## src/rtl/button_debouncer.sv

```systemverilog
// rtl/button_debouncer.sv - push-button synchroniser and debouncer with rise/fall/repeat pulses
// Optional auto-repeat output is enabled by defining DEBOUNCE_REPEAT_EN.
module button_debouncer #(
   parameter int STABLE_CYCLES = 4,
   parameter int CNT_W         = 16,
   parameter int REPEAT_DELAY  = 1000,
   parameter int REPEAT_PERIOD = 250,
   parameter int REP_W         = 16
) (
   input  logic clk,
   input  logic rst,
   input  logic btn_raw,
   output logic btn_level,
   output logic btn_rise,
   output logic btn_fall,
   output logic btn_repeat
);

   typedef enum logic [1:0] {
      ST_LOW      = 2'd0,
      ST_RISE_CHK = 2'd1,
      ST_HIGH     = 2'd2,
      ST_FALL_CHK = 2'd3
   } state_t;

   localparam logic [CNT_W-1:0] CNT_MAX = CNT_W'(STABLE_CYCLES - 1);
   localparam logic [CNT_W-1:0] CNT_ONE = CNT_W'(1);

   logic       sync1_q;
   logic       sync2_q;
   logic       s;
   state_t     state_q;
   logic [CNT_W-1:0] cnt_q;
   logic       level_q;
   logic       rise_q;
   logic       fall_q;

   // Two-flop synchroniser; only the second flop feeds the FSM.
   always_ff @(posedge clk or negedge rst) begin
      if (!rst) begin
         sync1_q <= 1'b0;
         sync2_q <= 1'b0;
      end else begin
         sync1_q <= btn_raw;
         sync2_q <= sync1_q;
      end
   end

   assign s = sync2_q;

   // Stable-count FSM; a change is accepted only after STABLE_CYCLES equal samples.
   always_ff @(posedge clk or negedge rst) begin
      if (!rst) begin
         state_q <= ST_LOW;
         cnt_q   <= '0;
         level_q <= 1'b0;
         rise_q  <= 1'b0;
         fall_q  <= 1'b0;
      end else begin
         rise_q <= 1'b0;
         fall_q <= 1'b0;
         case (state_q)
            ST_LOW: begin
               if (s) begin
                  if (STABLE_CYCLES == 1) begin
                     state_q <= ST_HIGH;
                     cnt_q   <= '0;
                     level_q <= 1'b1;
                     rise_q  <= 1'b1;
                  end else begin
                     state_q <= ST_RISE_CHK;
                     cnt_q   <= CNT_ONE;
                  end
               end
            end
            ST_RISE_CHK: begin
               if (!s) begin
                  state_q <= ST_LOW;
                  cnt_q   <= '0;
               end else if (cnt_q == CNT_MAX) begin
                  state_q <= ST_HIGH;
                  cnt_q   <= '0;
                  level_q <= 1'b1;
                  rise_q  <= 1'b1;
               end else begin
                  cnt_q <= cnt_q + CNT_ONE;
               end
            end
            ST_HIGH: begin
               if (!s) begin
                  if (STABLE_CYCLES == 1) begin
                     state_q <= ST_LOW;
                     cnt_q   <= '0;
                     level_q <= 1'b0;
                     fall_q  <= 1'b1;
                  end else begin
                     state_q <= ST_FALL_CHK;
                     cnt_q   <= CNT_ONE;
                  end
               end
            end
            ST_FALL_CHK: begin
               if (s) begin
                  state_q <= ST_HIGH;
                  cnt_q   <= '0;
               end else if (cnt_q == CNT_MAX) begin
                  state_q <= ST_LOW;
                  cnt_q   <= '0;
                  level_q <= 1'b0;
                  fall_q  <= 1'b1;
               end else begin
                  cnt_q <= cnt_q + CNT_ONE;
               end
            end
            default: begin
               state_q <= ST_LOW;
               cnt_q   <= '0;
               level_q <= 1'b0;
            end
         endcase
      end
   end

   assign btn_level = level_q;
   assign btn_rise  = rise_q;
   assign btn_fall  = fall_q;

`ifdef DEBOUNCE_REPEAT_EN
   localparam logic [REP_W-1:0] REP_FIRST_LAST = REP_W'(REPEAT_DELAY - 1);
   localparam logic [REP_W-1:0] REP_NEXT_LAST  = REP_W'(REPEAT_PERIOD - 1);
   localparam logic [REP_W-1:0] REP_ONE        = REP_W'(1);

   logic [REP_W-1:0] rep_q;
   logic             rep_arm_q;
   logic             repeat_q;

   // Auto-repeat timer: runs while accepted-high, frozen during a release check so an
   // aborted release resumes the schedule; rep_arm_q selects initial delay vs period.
   always_ff @(posedge clk or negedge rst) begin
      if (!rst) begin
         rep_q     <= '0;
         rep_arm_q <= 1'b0;
         repeat_q  <= 1'b0;
      end else begin
         repeat_q <= 1'b0;
         case (state_q)
            ST_HIGH: begin
               if (s) begin
                  if ((!rep_arm_q && rep_q == REP_FIRST_LAST) ||
                      (rep_arm_q && rep_q == REP_NEXT_LAST)) begin
                     repeat_q  <= 1'b1;
                     rep_q     <= '0;
                     rep_arm_q <= 1'b1;
                  end else begin
                     rep_q <= rep_q + REP_ONE;
                  end
               end
            end
            ST_FALL_CHK: begin
               rep_q     <= rep_q;
               rep_arm_q <= rep_arm_q;
            end
            default: begin
               rep_q     <= '0;
               rep_arm_q <= 1'b0;
            end
         endcase
      end
   end

   assign btn_repeat = repeat_q;
`else
   assign btn_repeat = 1'b0;
`endif

endmodule
```

## config.mk

```make
export PLATFORM = sky130hd
export DESIGN_NAME = button_debouncer
export DESIGN_NICKNAME = d
export VERILOG_FILES = /design/src/rtl/button_debouncer.sv
export SDC_FILE = /design/constraint.sdc
export NUM_CORES = 1
export LEC_CHECK = 0
export CAP_MARGIN = 5
export CORE_MARGIN = 3
export CORE_UTILIZATION = 58
export CTS_CLUSTER_SIZE = 10
export DETAILED_ROUTE_END_ITERATION = 10
export GPL_TIMING_DRIVEN = 0
export HOLD_SLACK_MARGIN = 0.06
export PLACE_DENSITY = 0.75
export SLEW_MARGIN = 10
export SYNTH_ARGS = -nofsm -noshare
export SYNTH_HDL_FRONTEND = slang
export SYNTH_SLANG_ARGS = --single-unit
```

## constraint.sdc

```tcl
create_clock -name clk -period 2.3 [get_ports clk]
set_clock_uncertainty 0.05 [all_clocks]
set_input_delay 0.345 -clock clk [delete_from_list [all_inputs] [get_ports clk]]
set_output_delay 0.345 -clock clk [all_outputs]
set_load 0.02 [all_outputs]
```

==> impl_metrics.env, run 1 <==
export IMPL_status="finished clean"
export IMPL_diodes=0
export IMPL_mostFrequentLayoutCells="dfrtp_1 (23), a31oi_1 (18), nand3_1 (12)"
export IMPL_cts_setup_buffers=0
export IMPL_grt_antenna_before_repair=0
export IMPL_power_density_nw_per_um2=874
export IMPL_port_buffers=5
export IMPL_period_share_pct=93.7
export IMPL_drv_slew=0
export IMPL_yosysSeqAreaShare_pct=45.4
export IMPL_wl_um=2740
export IMPL_globalplace_congestion=0.904
export IMPL_critPathLaunch="cnt_q[0]$_DFFE_PN0P_"
export IMPL_fmax_mhz=464
export IMPL_hold_buffers=0
export IMPL_root_buffer="clkbuf_4"
export IMPL_final_fill_count=185
export IMPL_ant_nets=0
export IMPL_cp_end_kind="flop"
export IMPL_hp_class="reg -> reg"
export IMPL_core_area_um2=2020
export IMPL_hold_viol_final=0
export IMPL_die_x_um=52.8
export IMPL_initialDrtViolationCount=25
export IMPL_ios=7
export IMPL_drc=0
export IMPL_grt_pass1_vias=1044
export IMPL_max_slew_margin_pct=32.3
export IMPL_min_from="sync1_q$_DFF_PN0_"
export IMPL_vias=1105
export IMPL_cp_required_ps=2480
export IMPL_wl_per_cell_um=16.1
export IMPL_hold_ws_ps=324
export IMPL_start_util_pct=62.7
export IMPL_dr_pass1_iters=4
export IMPL_cts_max_path_buffers=2
export IMPL_syn_area_per_cell_um2=9.47
export IMPL_drive_above_1_share_pct=14.7
export IMPL_nets=148
export IMPL_startpoint_type="flop"
export IMPL_post_place_cells=166
export IMPL_postSynthCellCount=134
export IMPL_period_needed_ps=2160
export IMPL_grt_pass1_wl_um=4710
export IMPL_worstMarginPinSlew_ps=1010
export IMPL_hpwlAfterDp_um=1890
export IMPL_peakVddDrop_uv=915
export IMPL_cts_buffers=3
export IMPL_overflow=0
export IMPL_stdcell_count=170
export IMPL_vias_per_cell=6.50
export IMPL_ys_ff_latch=23
export IMPL_synth_cell_type_count=39
export IMPL_finalWorstSetupSlack_ps=145
export IMPL_cts_sinks=23
export IMPL_grt_usage_pct=23.0
export IMPL_tns_ps=0
export IMPL_critical_path_max_fanout=10
export IMPL_finalSetupViolCount=0
export IMPL_criticalPathCategory="reg -> reg"
export IMPL_cts_tree="yes"
export IMPL_grt_max_degree=24
export IMPL_finalPower_mw=1.21
export IMPL_reg2reg_from="cnt_q[0]$_DFFE_PN0P_"
export IMPL_ctsResizeCount=0
export IMPL_syn_num_nets=138
export IMPL_die_y_um=52.8
export IMPL_num_rows=16
export IMPL_cp_data_arrival_time_ps=2330
export IMPL_area_growth_pct=8.97
export IMPL_htreeDepth=1
export IMPL_leakagePower_nw=0.563
export IMPL_die_area_um2=2780
export IMPL_maxCapViolations=0
export IMPL_synth_area_um2=1270
export IMPL_place_ws_ps=194
export IMPL_rsz0062_at_grt="no"
export IMPL_clkTransAtPathRegs_ps=140
export IMPL_yosysWarningCount=0
export IMPL_final_common_cell="dfrtp_1"
export IMPL_clock_latency_ps=320
## critical path, stage by stage, from the launching register on
cell and delay, ps:
dfrtp_1 450, ha_1 260, nor4b_1 330, nand4_2 320, a21oi_1 300, mux2_1 340
## state kept, by name, indices dropped and copies added (netlist names), named ones only
register   count
btn_level      1
cnt_q         16
btn_rise       1
btn_fall       1
sync1_q        1
s              1
state_q        1
## where the power goes
part / leakage [nW] / internal (mW) / switching (mW) / total, mW
sequential: 0.308 / 0.455 / 0.0471 / 0.502
combinational: 0.241 / 0.176 / 0.330 / 0.506
clock: 0.0139 / 0.0666 / 0.134 / 0.201
## synth_stat cells
master    number  area [um^2]
dfrtp_1       23          576
a31oi_1       18          113
nand3_1       12         60.1
nand2_1       11         41.3
buf_2          6         30.0
nor3_1         6         30.0
nand4_1        5         31.3
inv_1          4         15.0
nor4_1         4         25.0
buf_4          3         22.5
nor2_1         3         11.3
o211ai_1       3         22.5
o21ai_1        3         15.0
a21oi_1        2         10.0
a41oi_1        2         17.5
and2_1         2         12.5
and3_1         2         12.5
and4_2         2         20.0
or3_2          2         15.0
xnor2_1        2         17.5
a32o_1         1         10.0
and4_1         1         8.76
buf_1          1         3.75
clkbuf_1       1         3.75
conb_1         1         3.75
ha_1           1         12.5
mux2_1         1         11.3
nand2b_1       1         6.26
nand3b_1       1         7.51
nand4_2        1         12.5
nand4_4        1         21.3
nor4_2         1         12.5
nor4b_1        1         8.76
o21ai_0        1         5.00
o22a_1         1         8.76
o22ai_1        1         6.26
o31a_1         1         8.76
or4_4          1         11.3
xor2_1         1         8.76
## path summary, 6_finish.rpt
path	depth (start not counted)	slack (ps)	end
worst max-delay path	5	140	flop
worst min-delay path	0	320	s$_DFF_PN0_
worst max register to register	5	140	flop
worst min register to register	0	320	s$_DFF_PN0_
max in group asynchronous	1	1090	cnt_q[13]$_DFFE_PN0P_
min in group asynchronous	1	510	cnt_q[2]$_DFFE_PN0P_
## cell type report
| type | instances | area, um^2 | area share, % |
|---|---|---|---|
| multi-input cells | 96 | 618 | 44.7 |
| flip-flops and latches | 23 | 576 | 41.6 |
| well taps | 27 | 33.8 | 2.44 |
| repair buffers | 5 | 50.0 | 3.62 |
| inverters | 4 | 15.0 | 1.09 |
| clock buffers | 3 | 22.5 | 1.63 |
| clock inverters | 1 | 7.51 | 0.543 |
| plain buffers | 11 | 60.1 | 4.34 |
## layer usage
| layer | GRT usage [%] | routed length, um |
|---|---|---|
| met5 | 0 | 0 |
| met4 | 11.5 | 41 |
| met2 | 34.9 | 1250 |
| met3 | 2.85 | 141 |
| met1 | 32.0 | 1310 |
## cells by family (layout without fill, tap and decap cells)
logic type | count (synthesis) | count (layout) | synth area share, %
adders and majority gates | 1 | 1 | 0.986
AOI/OAI and AO/OA | 33 | 33 | 17.1
DFF | 23 | 23 | 45.4
muxes | 1 | 1 | 0.888
xor gates and xnor gates | 3 | 3 | 2.07
other | 1 | 1 | 0.296
buffers and inverters | 15 | 24 | 5.92
and+or+nand+nor | 57 | 57 | 27.4
## through the flow
stage | util [%] | area [um^2]
after detailed placement | 66.9 | 1350
after global placement | 66.9 | 1350
final | 68.4 | 1380
after CTS | 68.4 | 1380
after global routing | 68.4 | 1380
after floorplan | - | 1270
Power figures use the tool's default switching activity.
==> inputs of run 2 (changes only) <==
--- a/config.mk
+++ b/config.mk
@@ -13,6 +13,7 @@
 export GPL_TIMING_DRIVEN = 0
 export HOLD_SLACK_MARGIN = 0.06
 export PLACE_DENSITY = 0.75
+export REMOVE_ABC_BUFFERS = 1
 export SLEW_MARGIN = 10
 export SYNTH_ARGS = -nofsm -noshare
 export SYNTH_HDL_FRONTEND = slang
==> run 2 against run 1 <==
Compared with the run above: maximum frequency fell by 0.20%; sequential power rose by 5.0%; clock-buffer cell count unchanged; design area decreased by 1.4%; die area is the same; clock power down 6%; worst setup slack worse by 4.3 ps; highest routed layer unchanged; global-route usage grew 0.39 points; worst hold slack got worse by 13 ps; register-to-register slack barely moved; combinational power is 9.7% lower; via count rose by 0.45%.
==> impl_metrics.env, run 2 (synthesis results as in run 1) <==
export IMPL_start_util_pct=62.7
export IMPL_startpoint_type="flop"
export IMPL_wl_per_cell_um=18.3
export IMPL_cts_max_path_buffers=2
export IMPL_hold_viol_final=0
export IMPL_core_area_um2=2020
export IMPL_cp_slowest_stage_delay_ps=460
export IMPL_root_buffer="clkbuf_4"
export IMPL_drc=0
export IMPL_cts_buffers=3
export IMPL_status="finished clean"
export IMPL_drv_slew=0
export IMPL_reg2reg_from="cnt_q[1]$_DFFE_PN0P_"
export IMPL_criticalPathCategory="reg -> reg"
export IMPL_worstMarginPinSlew_ps=1040
export IMPL_vias_per_cell=6.94
export IMPL_rr_worst_depth=5
export IMPL_grt_pass1_vias=1034
export IMPL_cp_required_ps=2450
export IMPL_clkTransAtPathRegs_ps=140
export IMPL_port_buffers=5
export IMPL_cp_end_kind="flop"
export IMPL_nets=138
export IMPL_hpwlAfterDp_um=1780
export IMPL_htreeDepth=1
export IMPL_max_slew_margin_pct=30.7
export IMPL_maxCapViolations=0
export IMPL_fmax_mhz=463
export IMPL_cts_tree="yes"
export IMPL_grt_max_degree=29
export IMPL_num_rows=16
export IMPL_critPathLaunch="cnt_q[1]$_DFFE_PN0P_"
export IMPL_area_sequential_um2=576
export IMPL_mostFrequentLayoutCells="dfrtp_1 (23), a31oi_1 (18), nand3_1 (12)"
export IMPL_vias=1110
export IMPL_die_area_um2=2780
export IMPL_clock_latency_ps=320
export IMPL_cts_sinks=23
export IMPL_hold_buffers=0
export IMPL_drive_above_1_share_pct=11.3
export IMPL_power_density_nw_per_um2=861
export IMPL_globalplace_congestion=0.847
export IMPL_regMostFlops="cnt_q"
export IMPL_period_needed_ps=2160
export IMPL_grt_pass1_wl_um=4830
export IMPL_finalSetupViolCount=0
export IMPL_post_dp_cell_area_um2=1290
export IMPL_dr_pass1_iters=4
export IMPL_die_y_um=52.8
export IMPL_peakVddDrop_uv=681
export IMPL_rsz0062_at_grt="no"
export IMPL_grt_antenna_before_repair=0
export IMPL_ios=7
export IMPL_wl_um=2920
export IMPL_hold_ws_ps=311
export IMPL_final_common_cell="dfrtp_1"
export IMPL_finalWorstSetupSlack_ps=140
export IMPL_final_util_pct=67.4
export IMPL_ant_nets=0
export IMPL_period_share_pct=93.9
export IMPL_grt_usage_pct=23.4
export IMPL_hp_class="reg -> reg"
export IMPL_final_cell_area_um2=1360
export IMPL_overflow=0
export IMPL_cp_data_arrival_time_ps=2310
export IMPL_r2r_setup_slack_ps=140
export IMPL_finalPower_mw=1.17
export IMPL_cp_slowest_cell="dfrtp_1"
export IMPL_final_fill_count=164
export IMPL_multiInputGateArea_um2=661
export IMPL_leakagePower_nw=0.531
export IMPL_place_ws_ps=-242
export IMPL_critical_path_max_fanout=14
export IMPL_die_x_um=52.8
export IMPL_cp_cell_sequence="ha_1 > nor4b_4 > nand4_4 > a21oi_1 > mux2_1"
export IMPL_area_growth_pct=7.40
export IMPL_largest_reg_flops=16
export IMPL_initialDrtViolationCount=35
export IMPL_cts_setup_buffers=0
export IMPL_diodes=0
-- run 2: worst min path at each step --
stage,endpoint,cells past startpoint,slack [ps],from
finish,s$_DFF_PN0_,0,310,sync1_q$_DFF_PN0_
CTS,s$_DFF_PN0_,0,310,sync1_q$_DFF_PN0_
global placement,s$_DFF_PN0_,0,280,sync1_q$_DFF_PN0_
detailed placement,s$_DFF_PN0_,0,290,sync1_q$_DFF_PN0_
global route,s$_DFF_PN0_,0,330,sync1_q$_DFF_PN0_
floorplan,asynchronous set/reset pin,0,-0.6,rst
-- run 2: critical path, delay by kind of cell, from the launching register on --
kind | cells | cell delay, ps
flip-flops | 1 | 460
AO/OA/AOI/OAI | 1 | 280
AND/OR/NAND/NOR | 2 | 630
adder cells (fa/ha/maj) | 1 | 280
multiplexers | 1 | 340
-- run 2: report_power, final --
group          switching (mW)  internal, mW
registers              0.0720         0.455
clock network           0.124        0.0650
logic                   0.316         0.141
total                   0.513         0.661
-- run 2: repair_timing --
action,CTS,global route
gates resized for setup,2,2
pin swaps,1,1
setup endpoints to repair,10,2
cloned,0,1
-- run 2: area by class of cell --
class,count,share of cell area [%]
Multi-Input combinational cell,97,48.5
Sequential cell,23,42.2
Timing Repair Buffer,5,3.67
Tap cell,27,2.48
Clock buffer,3,1.65
Inverter,4,1.10
Clock inverter,1,0.367
-- run 2: metal layers --
metal	GRT usage, %	vias to the layer above	share of wire (%)
li1	-	515	-
met1	32.1	546	44
met2	36.4	38	49
met3	3.99	11	4.0
met4	9.36	0	2.2
met5	0	-	0
-- run 2: metrics by stage --
stage / instances / TNS [ps]
2_1_floorplan: 123 / 0
3_3_place_gp: 155 / -209
3_5_place_dp: 155 / -730
4_1_cts: 159 / 0
5_1_grt: 160 / 0
6_report: 160 / 0
